**config.mk**
```make
export PLATFORM = sky130hd
export DESIGN_NAME = ff_share_arbiter
export DESIGN_NICKNAME = d
export VERILOG_FILES = /design/src/rtl/ff_share_arbiter.sv
export SDC_FILE = /design/constraint.sdc
export NUM_CORES = 1
export LEC_CHECK = 0
export BUFFER_PORTS_ARGS = -buffer_cell sky130_fd_sc_hd__buf_2
export CORE_UTILIZATION = 50
export CTS_BUF_LIST = sky130_fd_sc_hd__clkbuf_8
export DETAILED_ROUTE_END_ITERATION = 10
export GPL_ROUTABILITY_DRIVEN = 1
export HOLD_SLACK_MARGIN = 0.02
export PLACE_DENSITY_LB_ADDON = 0.15
export SYNTH_ARGS = -nofsm -noshare
export SYNTH_HDL_FRONTEND = slang
export SYNTH_SLANG_ARGS = --single-unit
```
**constraint.sdc**
```tcl
create_clock -name clk -period 5.15 [get_ports clk]
set_input_delay 1.2875 -clock clk [delete_from_list [all_inputs] [get_ports clk]]
set_output_delay 1.2875 -clock clk [all_outputs]
set_load 0.01 [all_outputs]
```
**src/rtl/ff_share_arbiter.sv**
```systemverilog
// ff_share_arbiter: N_REQ-way arbiter sharing one registered signed sample stage with valid/ready on both sides.
// Define ARB_FIXED_PRIO_EN for lowest-index-wins priority instead of round-robin.
module ff_share_arbiter #(
    parameter int N_REQ = 4,
    parameter int W     = 12,
    localparam int ID_W = $clog2(N_REQ)
) (
    input  logic                  clk,
    input  logic                  rst_n,
    input  logic [N_REQ-1:0]      req_valid,
    input  logic [N_REQ*W-1:0]    req_data,
    output logic [N_REQ-1:0]      req_ready,
    output logic                  out_valid,
    output logic signed [W-1:0]   out_data,
    output logic [ID_W-1:0]       out_id,
    input  logic                  out_ready,
    output logic [15:0]           xfer_cnt
);
    typedef enum logic {EMPTY, FULL} state_t;
    state_t              r_state, w_state_nxt;
    logic signed [W-1:0] r_data;
    logic [ID_W-1:0]     r_id;
    logic [15:0]         r_cnt;
    logic [ID_W-1:0]     w_ptr;
    logic [ID_W-1:0]     w_gnt;
    logic                w_gnt_vld;
    logic                w_acc;
`ifdef ARB_FIXED_PRIO_EN
    assign w_ptr = '0;
`else
    logic [ID_W-1:0] r_ptr;
    assign w_ptr = r_ptr;
    always_ff @(posedge clk) begin
        if (!rst_n)
            r_ptr <= '0;
        else if (w_acc)
            r_ptr <= ID_W'((int'(w_gnt) + 1) % N_REQ);
    end
`endif
    // Scan downward so the nearest valid index at or after w_ptr wins.
    always_comb begin
        w_gnt_vld = 1'b0;
        w_gnt     = '0;
        for (int k = N_REQ - 1; k >= 0; k--) begin
            if (req_valid[(int'(w_ptr) + k) % N_REQ]) begin
                w_gnt_vld = 1'b1;
                w_gnt     = ID_W'((int'(w_ptr) + k) % N_REQ);
            end
        end
    end
    assign out_valid = (r_state == FULL);
    assign w_acc     = rst_n && w_gnt_vld && (!out_valid || out_ready);
    assign req_ready = w_acc ? (N_REQ'(1) << w_gnt) : '0;
    always_comb begin
        w_state_nxt = r_state;
        if (w_acc)
            w_state_nxt = FULL;
        else if (out_ready)
            w_state_nxt = EMPTY;
    end
    always_ff @(posedge clk) begin
        if (!rst_n) begin
            r_state <= EMPTY;
            r_data  <= '0;
            r_id    <= '0;
            r_cnt   <= '0;
        end else begin
            r_state <= w_state_nxt;
            if (w_acc) begin
                r_data <= req_data[int'(w_gnt) * W +: W];
                r_id   <= w_gnt;
            end
            if (out_valid && out_ready)
                r_cnt <= r_cnt + 16'd1;
        end
    end
    assign out_data = r_data;
    assign out_id   = r_id;
    assign xfer_cnt = r_cnt;
endmodule

```
=== Word level (Yosys, flattened, before mapping) ===
Index checks and enable logic that the tools add are counted.

* Register bits after elaboration: 33
* Input port bits: 55
* Output and inout bits: 35

* Add/subtract/negate cells: 5
* Multipliers: 1
* Magnitude comparators: 4
* Shifts and indexed selects: 2
* Multiplexer cells: 22
* Bitwise gates (word level): 3
* Reductions and logical operators: 9

{| class="wikitable"
|+ Operators with widths
! kind !! count
|-
| variable part select 48 x 7 -> 12 bit || 1
|-
| adder 16 x 1 -> 16 bit (second input constant) || 1
|-
| 2-to-1 mux 1 bit || 13
|-
| < comparator 3 x 4 -> 1 bit (second input constant) || 3
|-
| binary-select mux 1 bit (select 2 bit) || 4
|-
| 2-to-1 mux 2 bit || 4
|-
| OR reduction 2 bit || 3
|-
| adder 2 x 1 -> 2 bit (second input constant) || 2
|-
| adder 2 bit (second input constant) || 2
|-
| multiplier 2 x 2 -> 4 bit (second input constant) || 1
|-
| 2-to-1 mux 4 bit || 1
|-
| left shift 1 x 2 -> 4 bit (first input constant) || 1
|-
| bitwise AND 1 bit (first input constant) || 3
|-
| logical AND 1 bit || 3
|-
| < comparator 2 x 3 -> 1 bit (second input constant) || 1
|-
| nonzero test 2 bit || 1
|-
| zero test 1 bit || 1
|-
| logical OR 1 bit || 1
|}

=== Longest topological paths before layout ===
Gate-level depths: netlist of run 1.

* Word-level depth: 13
* Gate-level depth with buffers: 7

=== Worst setup path after synthesis of run 1 ===
OpenSTA, ideal clock, no wires.

* Path kind: in2out
* Start: in req_valid[2]
* End: out req_ready[1]
* Arrival time: 2.369 ns
* Path slack: 1.494 ns
* Stages on the path: 6
* Path buffers: 1
* Cells stage by stage: nor2b_1 > o21a_1 > nor3_4 > nand3_1 > buf_2 > nor2_1

* Cells in the longest elaborated chain, start to end: 10
* Elaborated cells on any way between the ends: 23
* Classes of those cells: 1 x shift; 20 x mux; 2 x reduce/logical

{| class="wikitable"
|+ RTL lines
! what !! line !! text
|-
| start, declared || 10 || <nowiki>input logic [N_REQ-1:0] req_valid,</nowiki>
|-
| binary-select mux 1 bit (select 2 bit) || 45 || <nowiki>if (req_valid[(int'(w_ptr) + k) % N_REQ]) begin</nowiki>
|-
| 2-to-1 mux 1 bit (implied by the code) (2 in a row) || 45 ||
|-
| 2-to-1 mux 1 bit (4 in a row) || 45 ||
|-
| logical AND 1 bit (2 in a row) || 52 || <nowiki>assign w_acc = rst_n && w_gnt_vld && (!out_valid || out_ready);</nowiki>
|-
| 2-to-1 mux 4 bit * || 53 || <nowiki>assign req_ready = w_acc ? (N_REQ'(1) << w_gnt) : '0;</nowiki>
|-
| end, declared || 12 || <nowiki>output logic [N_REQ-1:0] req_ready,</nowiki>
|}

Every way passes the cells marked *; elsewhere a longest branch is shown, timed or not. The select of a mux whose other input is x is not followed.

=== Final worst setup path of run 1 ===
* Start: in req_valid[1]
* End: out req_ready[2]

The elaborated chain is that of the path after synthesis.

==> summary.md, run 1 <==
| Metric | Value |
|---|---|
| Placed Area | roughly 0.0022 mm² |
| Final wirelength | 3880 µm |
| HPWL Detailed | between 2000 and 3000 µm |
| Dominant synthesized flop cell | dfxtp_1 |
| Setup-failing EPs final | 0 |
| Synth Register Bits | 33 |
| CP Launch Type | primary input |
| Largest area contributor in the netlist | dfxtp_1 |
| Setup Skew | around 3.6 ps |
| Max Clk Rate | about 260 MHz |
| Synth Cell Area | between 0.0015 and 0.002 mm² |
| Worst Setup EP | req_ready[2] |
| Power Dens Cells | about 270 mW/mm² |
| GP Congestion | approximately 0.77 |
| Die W | between 60 and 70 µm |
| Post-CTS Setup Inserts | 0 |
| Met2 Routed Length | ~1700 µm |
| # hold bufs at CTS | 0 |
| Pin count of the biggest net entering global routing | 25 |
| Port-buffer cells | slightly below 90 |
| RR Endpoint | out_data[0]$_SDFFE_PN0P_ |
| Clk sink count | 33 |
| Final worst-path cycle share | approximately 75% |
| RSZ-0062 raised after global routing | no |
| Worst-Skew Late Latency | between 200 and 300 ps |
| Worst Max-Slew Pin Slew | approximately 850 ps |
| Final hold vios | 0 |
| Area of the die | 0.00366 mm² |
| Clock Root Buffer | clkbuf_8 |
| YS warnings | 0 |
| Design area | around 0.0023 mm² |
| Post-synth net total | roughly 240 |
| # DRC | 0 |
| Sequential-to-total area share from yosys stat | between 30% and 40% |
| Mapped Cells | approximately 190 |
| R2R setup slack | a little over 3000 ps |
| Top cells by count, synth | 33 x dfxtp_1, 25 x mux2i_1, 20 x nand2_1 |
| Worst Hold Class | register to register |
| Die height | approximately 60 µm |
| EDFF count, synth | 0 |
| Post-synth ARST share | 0% |
| Max Fanout on Critical Path | 10 |
| Worst rel slew slack | approximately 43% |
| Max Buffers Root-to-Sink | 2 |
| Crit. End Element | primary output |
| Starting Density | a little over half |
| Synth top area cells | dfxtp_1 39%, mux2i_1 15%, o221ai_1 6.1%, nand2_1 4.4%, and2_1 4.0% |
| Setup Crit Path Kind | primary input to primary output |
| Routed Antenna Nets | 0 |
| Initial DRC Count | approximately 120 |
| All-Layer GR Usage | between 20% and 30% |
| H-tree Lvls | 2 |
| Routed len/inst | between 10 and 15 µm |
| Gr ovfl total | 0 |
| First-pass GRT wire length | about 5900 µm |
| Max Cap Violations | 0 |
| Uppermost routed layer | met4 |
| Leak pwr | between 1 and 1.5 nW |
| Metal-1 WL | 1800 µm |
| Pre-antenna DRT Iters | 6 |
| Sum of negative setup slack | 0 ps |
| Core area | ~0.0032 mm² |
| Synth cell types | 32 |
| Outcome | complete, no violations |
| Yosys top cell area share | about two fifths |
| Worst VDD drop | between 150 and 200 µV |
| Cts bufs inserted | 5 |
| Worst-path clk slew | ~60 ps |
| Number of diodes | 0 |
| IO Pins | 90 |
| Most frequent cell after synthesis | dfxtp_1 |
| Syn-to-layout area delta | 31.8% |
| # rows | 20 |
| Worst path arrival time | ~2600 ps |
| TritonCTS clock tree | done |
| Post-layout minimum cycle time | about 3800 ps |
| Vias | about 1,700 |
| Worst Reg-to-Reg Cells | 6 |
| Post-CTS Resized | 0 |
| Layout cells sized above 1 | a little over a third |
| Pins over their slew limit | 0 |
| DR WL met3 | 321 µm |
| Fin nets | 332 |
| Vias per std cell | slightly above 5 |
| Initial antenna violation count | 0 |
| R2R Path Start | r_ptr[0]$_SDFFE_PN0P_ |
| Worst Setup SP | req_valid[1] |
| Vias in the first global route | 1,351 |
| Synth Area per Inst | 9.25 µm² |
| Worst endpoint required time | 3860 ps |
-- sequential cells by signal, indices dropped and copies added, names as in the netlist --
name	flops
r_ptr	2
xfer_cnt	16
out_valid	1
out_data	12
out_id	2
-- stage by stage --
step / cells / power, mW / hold slack, ps / worst slack, ps / util, %
after CTS: 319 / 0.624 / 460 / 1310 / 71.5
final: 319 / 0.616 / 456 / 1310 / 71.5
after global routing: 319 / 0.656 / 480 / 1160 / 71.5
after global placement: 313 / 0.451 / 440 / 1330 / 69.2
after detailed placement: 313 / 0.452 / 446 / 1320 / 69.2
after floorplan: 185 / 0.398 / 500 / 1490 / -
-- logic make-up (layout without fill, tap and decap cells) --
family | Yosys count | after routing | synth area share, %
buffers and inverters | 12 | 102 | 3.95
AO/OA/AOI/OAI | 32 | 32 | 13.7
multiplexers | 25 | 25 | 14.6
flip-flops | 33 | 33 | 38.6
adder cells (fa/ha/maj) | 1 | 1 | 0.731
XOR/XNOR | 12 | 12 | 6.14
AND/OR/NAND/NOR | 70 | 70 | 22.3
-- per-layer routing --
| layer | GRT usage [%] | up-vias |
|---|---|---|
| met1 | 29.3 | 743 |
| met5 | 0 | - |
| met4 | 7.14 | 0 |
| li1 | - | 849 |
| met3 | 8.10 | 4 |
| met2 | 33.1 | 58 |
-- worst min path at each step --
stage	depth (start not counted)	startpoint	endpoint	slack, ps
finish	2	out_data[1]$_SDFFE_PN0P_	out_data[1]$_SDFFE_PN0P_	460
global route	2	out_data[1]$_SDFFE_PN0P_	out_data[1]$_SDFFE_PN0P_	480
CTS	2	out_data[1]$_SDFFE_PN0P_	out_data[1]$_SDFFE_PN0P_	460
detailed placement	2	out_data[1]$_SDFFE_PN0P_	out_data[1]$_SDFFE_PN0P_	450
global placement	2	out_data[1]$_SDFFE_PN0P_	out_data[1]$_SDFFE_PN0P_	440
floorplan	2	out_data[10]$_SDFFE_PN0P_	out_data[10]$_SDFFE_PN0P_	500
-- power by group --
part | switching, mW | total (mW) | internal [mW]
sequential | 0.0130 | 0.291 | 0.278
clock | 0.0819 | 0.170 | 0.0886
combinational | 0.0788 | 0.155 | 0.0763
-- critical path: stages --
cell	delay (ps)
buf_2	120
nand2b_1	150
a21oi_1	120
o32a_1	500
inv_1	120
nor2_1	120
buf_2	130
-- cells in the final DEF (no fill, tap or decap), types with 4 or more instances in the layout --
| cell type | synthesis | final |
|---|---|---|
| a21boi_1 | 4 | 4 |
| a21oi_1 | 4 | 4 |
| and2_1 | 11 | 11 |
| and4_1 | 4 | 4 |
| buf_2 | 3 | 89 |
| clkbuf_8 | 0 | 5 |
| dfxtp_1 | 33 | 33 |
| inv_1 | 4 | 4 |
| mux2i_1 | 25 | 25 |
| nand2_1 | 20 | 20 |
| nand3_1 | 8 | 8 |
| nor2_1 | 6 | 6 |
| nor2b_1 | 5 | 5 |
| o21ai_0 | 6 | 6 |
| o221ai_1 | 12 | 12 |
| or3_1 | 4 | 4 |
| xnor2_1 | 7 | 7 |
| xor2_1 | 5 | 5 |
-- final cells by class --
type,instances,area [µm²]
fill,272,897
inverter,4,15.0
sequential,33,661
timing repair buffer,92,468
tap,44,55.1
clock inverter,1,5.00
multi-input combinational,140,983
clock buffer,5,68.8
(Power assumes the default switching activity.)
==> run 2: changes to the inputs <==
--- a/config.mk
+++ b/config.mk
@@ -5,8 +5,9 @@
 export SDC_FILE = /design/constraint.sdc
 export NUM_CORES = 1
 export LEC_CHECK = 0
+export ABC_AREA = 1
 export BUFFER_PORTS_ARGS = -buffer_cell sky130_fd_sc_hd__buf_2
-export CORE_UTILIZATION = 50
+export CORE_UTILIZATION = 49
 export CTS_BUF_LIST = sky130_fd_sc_hd__clkbuf_8
 export DETAILED_ROUTE_END_ITERATION = 10
 export GPL_ROUTABILITY_DRIVEN = 1
==> constraint.sdc (replaced) <==
create_clock -name clk -period 3.9 [get_ports clk]
set_input_delay 0.975 -clock clk [delete_from_list [all_inputs] [get_ports clk]]
set_output_delay 0.975 -clock clk [all_outputs]
set_load 0.01 [all_outputs]
==> summary.md, run 2 <==
| Metric | Value |
|---|---|
| Outcome | finished with violations |
| Failing checks | design-rule violations |
| Max FFs per register | 16 (unchanged) |
| Largest area contributor in the netlist | dfxtp_1 |
| Number of diodes | 0 (unchanged) |
| Area of the die | 0.00440 mm² (+20%) |
| Post-CTS Resized | 0 (unchanged) |
| H-tree Lvls | 2 (unchanged) |
| YS warnings | 0 (unchanged) |
| Cts bufs inserted | 5 (unchanged) |
| Crit path max-delay cell type | nand2_4 |
| Post-synth ARST share | 0% (unchanged) |
| Buf+Inv Stages, Crit Path | 3 (unchanged) |
| Pre-CTS setup slack | 358 ps (-958 ps) |
| # hold bufs at CTS | 0 (unchanged) |
| Syn-to-layout area delta | 26.4% |
| Power Dens Cells | 727 mW/mm² (+170%) |
| Pin count of the biggest net entering global routing | 29 (+16%) |
| Final setup margin | 351 ps (-960 ps) |
| Top cells by count, synth | 81 x nand3_1, 80 x nand2_1, 35 x inv_1 |
| Yosys top cell area share | 32.6% (-6.0 points) |
| Final hold vios | 0 (unchanged) |
| Clk sink count | 33 (unchanged) |
| Fin nets | 460 (+39%) |
| Critical path, cell by cell | buf_2 -> nand2_1 -> nand2_1 -> nand2_2 -> nand2_2 -> nor2_2 -> nor2_2 -> nand2_4 -> nand2_4 -> nor2_1 -> inv_1 -> nor2_1 -> buf_2 |
| Setup Skew | 3.26 ps (-0.290 ps) |
| R2R Path Start | r_ptr[0]$_SDFFE_PN0P_ |
| Post-layout minimum cycle time | roughly 3500 ps |
| R2R setup slack | 1690 ps (-1420 ps) |
| Gr ovfl total | 0 (unchanged) |
| All-Layer GR Usage | 24.5% (+2.6 points) |
| GP Congestion | 0.854 (+12%) |
| Initial antenna violation count | 0 (unchanged) |
| Max Buffers Root-to-Sink | 2 (unchanged) |
| Final worst-path cycle share | between 90 and 100% |
| Worst-path clk slew | 60 ps (about the same) |
| Synth top area cells | dfxtp_1 33%, nand3_1 20%, nand2_1 15%, inv_1 6.5%, nor2_1 3.1% |
| Vias per std cell | 5.01 (-3.4%) |
| Vias | 2,274 (+37%) |
| Max Cap Violations | 0 (unchanged) |
| Comb power frac | 61.5% (+36 points) |
| Commonest non-fill, non-tap cell in the layout | buf_2 |
| NetSw | 0.910 mW (+420%) |
| Design area | 0.00256 mm² (+14%) |
| Pins over their slew limit | 0 (unchanged) |
| Worst path arrival time | 2570 ps (+20 ps) |
| Seq pwr share | 25.4% (-22 points) |
| Crit. End Element | primary output |
| Hold slack | 470 ps (+13.6 ps) |
| Family with the most delay on the worst path | simple AND/OR/NAND/NOR gates |
| EDFF count, synth | 0 (unchanged) |
| Switching Share | 48.8% (+21 points) |
| Global routing's busiest layer | met2 |
| Worst Max-Slew Pin Slew | 442 ps (-409 ps) |
| Sum of negative setup slack | 0 ps (unchanged) |
| Post-synth net total | 374 (+55%) |
| Setup Crit Path Kind | primary input to primary output |
| Worst path max stage delay | 240 ps (-260 ps) |
| Worst endpoint required time | 2920 ps (-940 ps) |
| Port-buffer cells | 89 (unchanged) |
| HPWL Detailed | 3850 µm (+31%) |
| TritonCTS clock tree | done |
| Post-CTS Setup Inserts | 0 (unchanged) |
| Vias in the first global route | 2,027 (+50%) |
| Internal Power | 0.953 mW (+120%) |
| Clock power frac | 13.1% (-15 points) |
| Synth Cell Area | 0.00203 mm² (+18%) |
| Max Clk Rate | between 200 and 300 MHz |
| Final wirelength | 5030 µm (+30%) |
| Max Fanout on Critical Path | 27 (+17) |
| Initial DRC Count | 88 (-29%) |
| RSZ-0062 raised after global routing | no |
| Synth Area per Inst | 6.37 µm² (-31%) |
| First-pass GRT wire length | 8350 µm (+41%) |
| Finished Core Util | 64.5% (-7.1 points) |
| Met3 Usage GRT | 7.07% (-1.0 points) |
| Dominant synthesized flop cell | dfxtp_1 |
| Routed len/inst | 11.1 µm (-8.8%) |
| Die W | 66.3 µm (+9.6%) |
| Worst Hold Class | register to register |
| Pre-antenna DRT Iters | 7 (+1) |
| Leak pwr | 1.39 nW (+27%) |
| Mapped Cells | 318 (+72%) |
| Worst Setup SP | req_valid[0] |
| Worst VDD drop | 361 µV (+95%) |
| IO Pins | 90 (unchanged) |
| Routed Antenna Nets | 0 (unchanged) |
| Die height | 66.3 µm (+9.6%) |
| # rows | 23 (+15%) |
| Core area | 0.00397 mm² (+26%) |
| # DRC | 2 (+2) |
| Placed Area | 0.00247 mm² (+13%) |
| Worst-Skew Late Latency | 270 ps (about the same) |
| GRT met1 Usage | 30.1% (+0.81 points) |
| Setup-failing EPs final | 0 (unchanged) |
| Worst rel slew slack | 70.5% (+27 points) |
| Most frequent cell after synthesis | nand3_1 |
| GRT met2 Usage | 42.0% (+8.8 points) |
| Sequential-to-total area share from yosys stat | 32.6% (-6.0 points) |
| Commonest non-fill, non-tap cells in the layout | 89 x buf_2, 81 x nand3_1, 80 x nand2_1, 36 x inv_1, 33 x dfxtp_1 |
| Layout cells sized above 1 | 29.2% (-7.2 points) |
| Synth Register Bits | 33 (unchanged) |
| CP Launch Type | primary input |
| Clock Root Buffer | clkbuf_8 |
| Hold path startpoint | out_data[2]$_SDFFE_PN0P_ |
| Starting Density | 51.0% (-3.2 points) |
| Synth cell types | 28 (-13%) |
[run 2: cell types whose count changed after synthesis, moves of 11 or more]
cell      previous run  this run
mux2i_1             25         0
nand2_1             20        80
nand3_1              8        81
inv_1                4        35
nor2_1               6        17
o221ai_1            12         0
[run 2: worst paths after layout]
kind | endpoint | depth (start not counted)
worst max-delay path | req_ready[0] | 13
worst min-delay path | out_data[2]$_SDFFE_PN0P_ | 2
worst max register to register | r_ptr[1]$_SDFFE_PN0P_ | 14
worst min register to register | out_data[2]$_SDFFE_PN0P_ | 2
[run 2: logic make-up after synthesis]
| group | Yosys count | share of synthesized area [%] |
|---|---|---|
| AND/OR/NAND/NOR | 203 | 46.6 |
| buffers and inverters | 52 | 11.6 |
| flip-flops | 33 | 32.6 |
| AO/OA/AOI/OAI | 28 | 8.15 |
| XOR/XNOR | 1 | 0.432 |
| adder cells (fa/ha/maj) | 1 | 0.617 |
[run 2: stage by stage]
stage          instances  power (mW)
2_1_floorplan        318        1.42
3_3_place_gp         447        1.61
3_5_place_dp         447        1.63
4_1_cts              454        1.87
5_1_grt              454        2.06
6_report             454        1.86
[run 2: layout make-up]
type / count / area, µm²
clock buffers: 6 / 82.6
multi-input cells: 233 / 1130
clock inverters: 1 / 3.75
fillers: 411 / 1410
well taps: 50 / 62.6
repair buffers: 93 / 475
flip-flops and latches: 33 / 661
inverters: 38 / 145
[run 2: routing by layer]
| metal | part of all wire (%) | routed length [µm] | up-vias |
|---|---|---|---|
| met5 | 0 | 0 | - |
| met4 | 0.80 | 40 | 0 |
| met2 | 47 | 2370 | 69 |
| li1 | - | - | 1210 |
| met1 | 45 | 2250 | 989 |
| met3 | 7.3 | 367 | 6 |
[run 2: power groups by stage]
stage	Sequential (mW)	Clock (mW)	Combinational, mW
2_1_floorplan	0.489	0	0.931
3_3_place_gp	0.479	0	1.13
3_5_place_dp	0.478	0	1.15
4_1_cts	0.472	0.252	1.15
5_1_grt	0.481	0.269	1.31
6_report	0.472	0.245	1.15
[run 2: worst reg2reg max path, stage by stage (launching register included)]
cell and delay, ps:
dfxtp_1 590, inv_4 100, nand2_1 80, nand2_1 80, nand2_2 130, nand2_2 70
nor2_2 130, nor2_2 60, nand2_4 250, nand2_4 230, nor2_1 180, nand2_1 100
nand3_1 80, nand2_1 50, inv_1 50
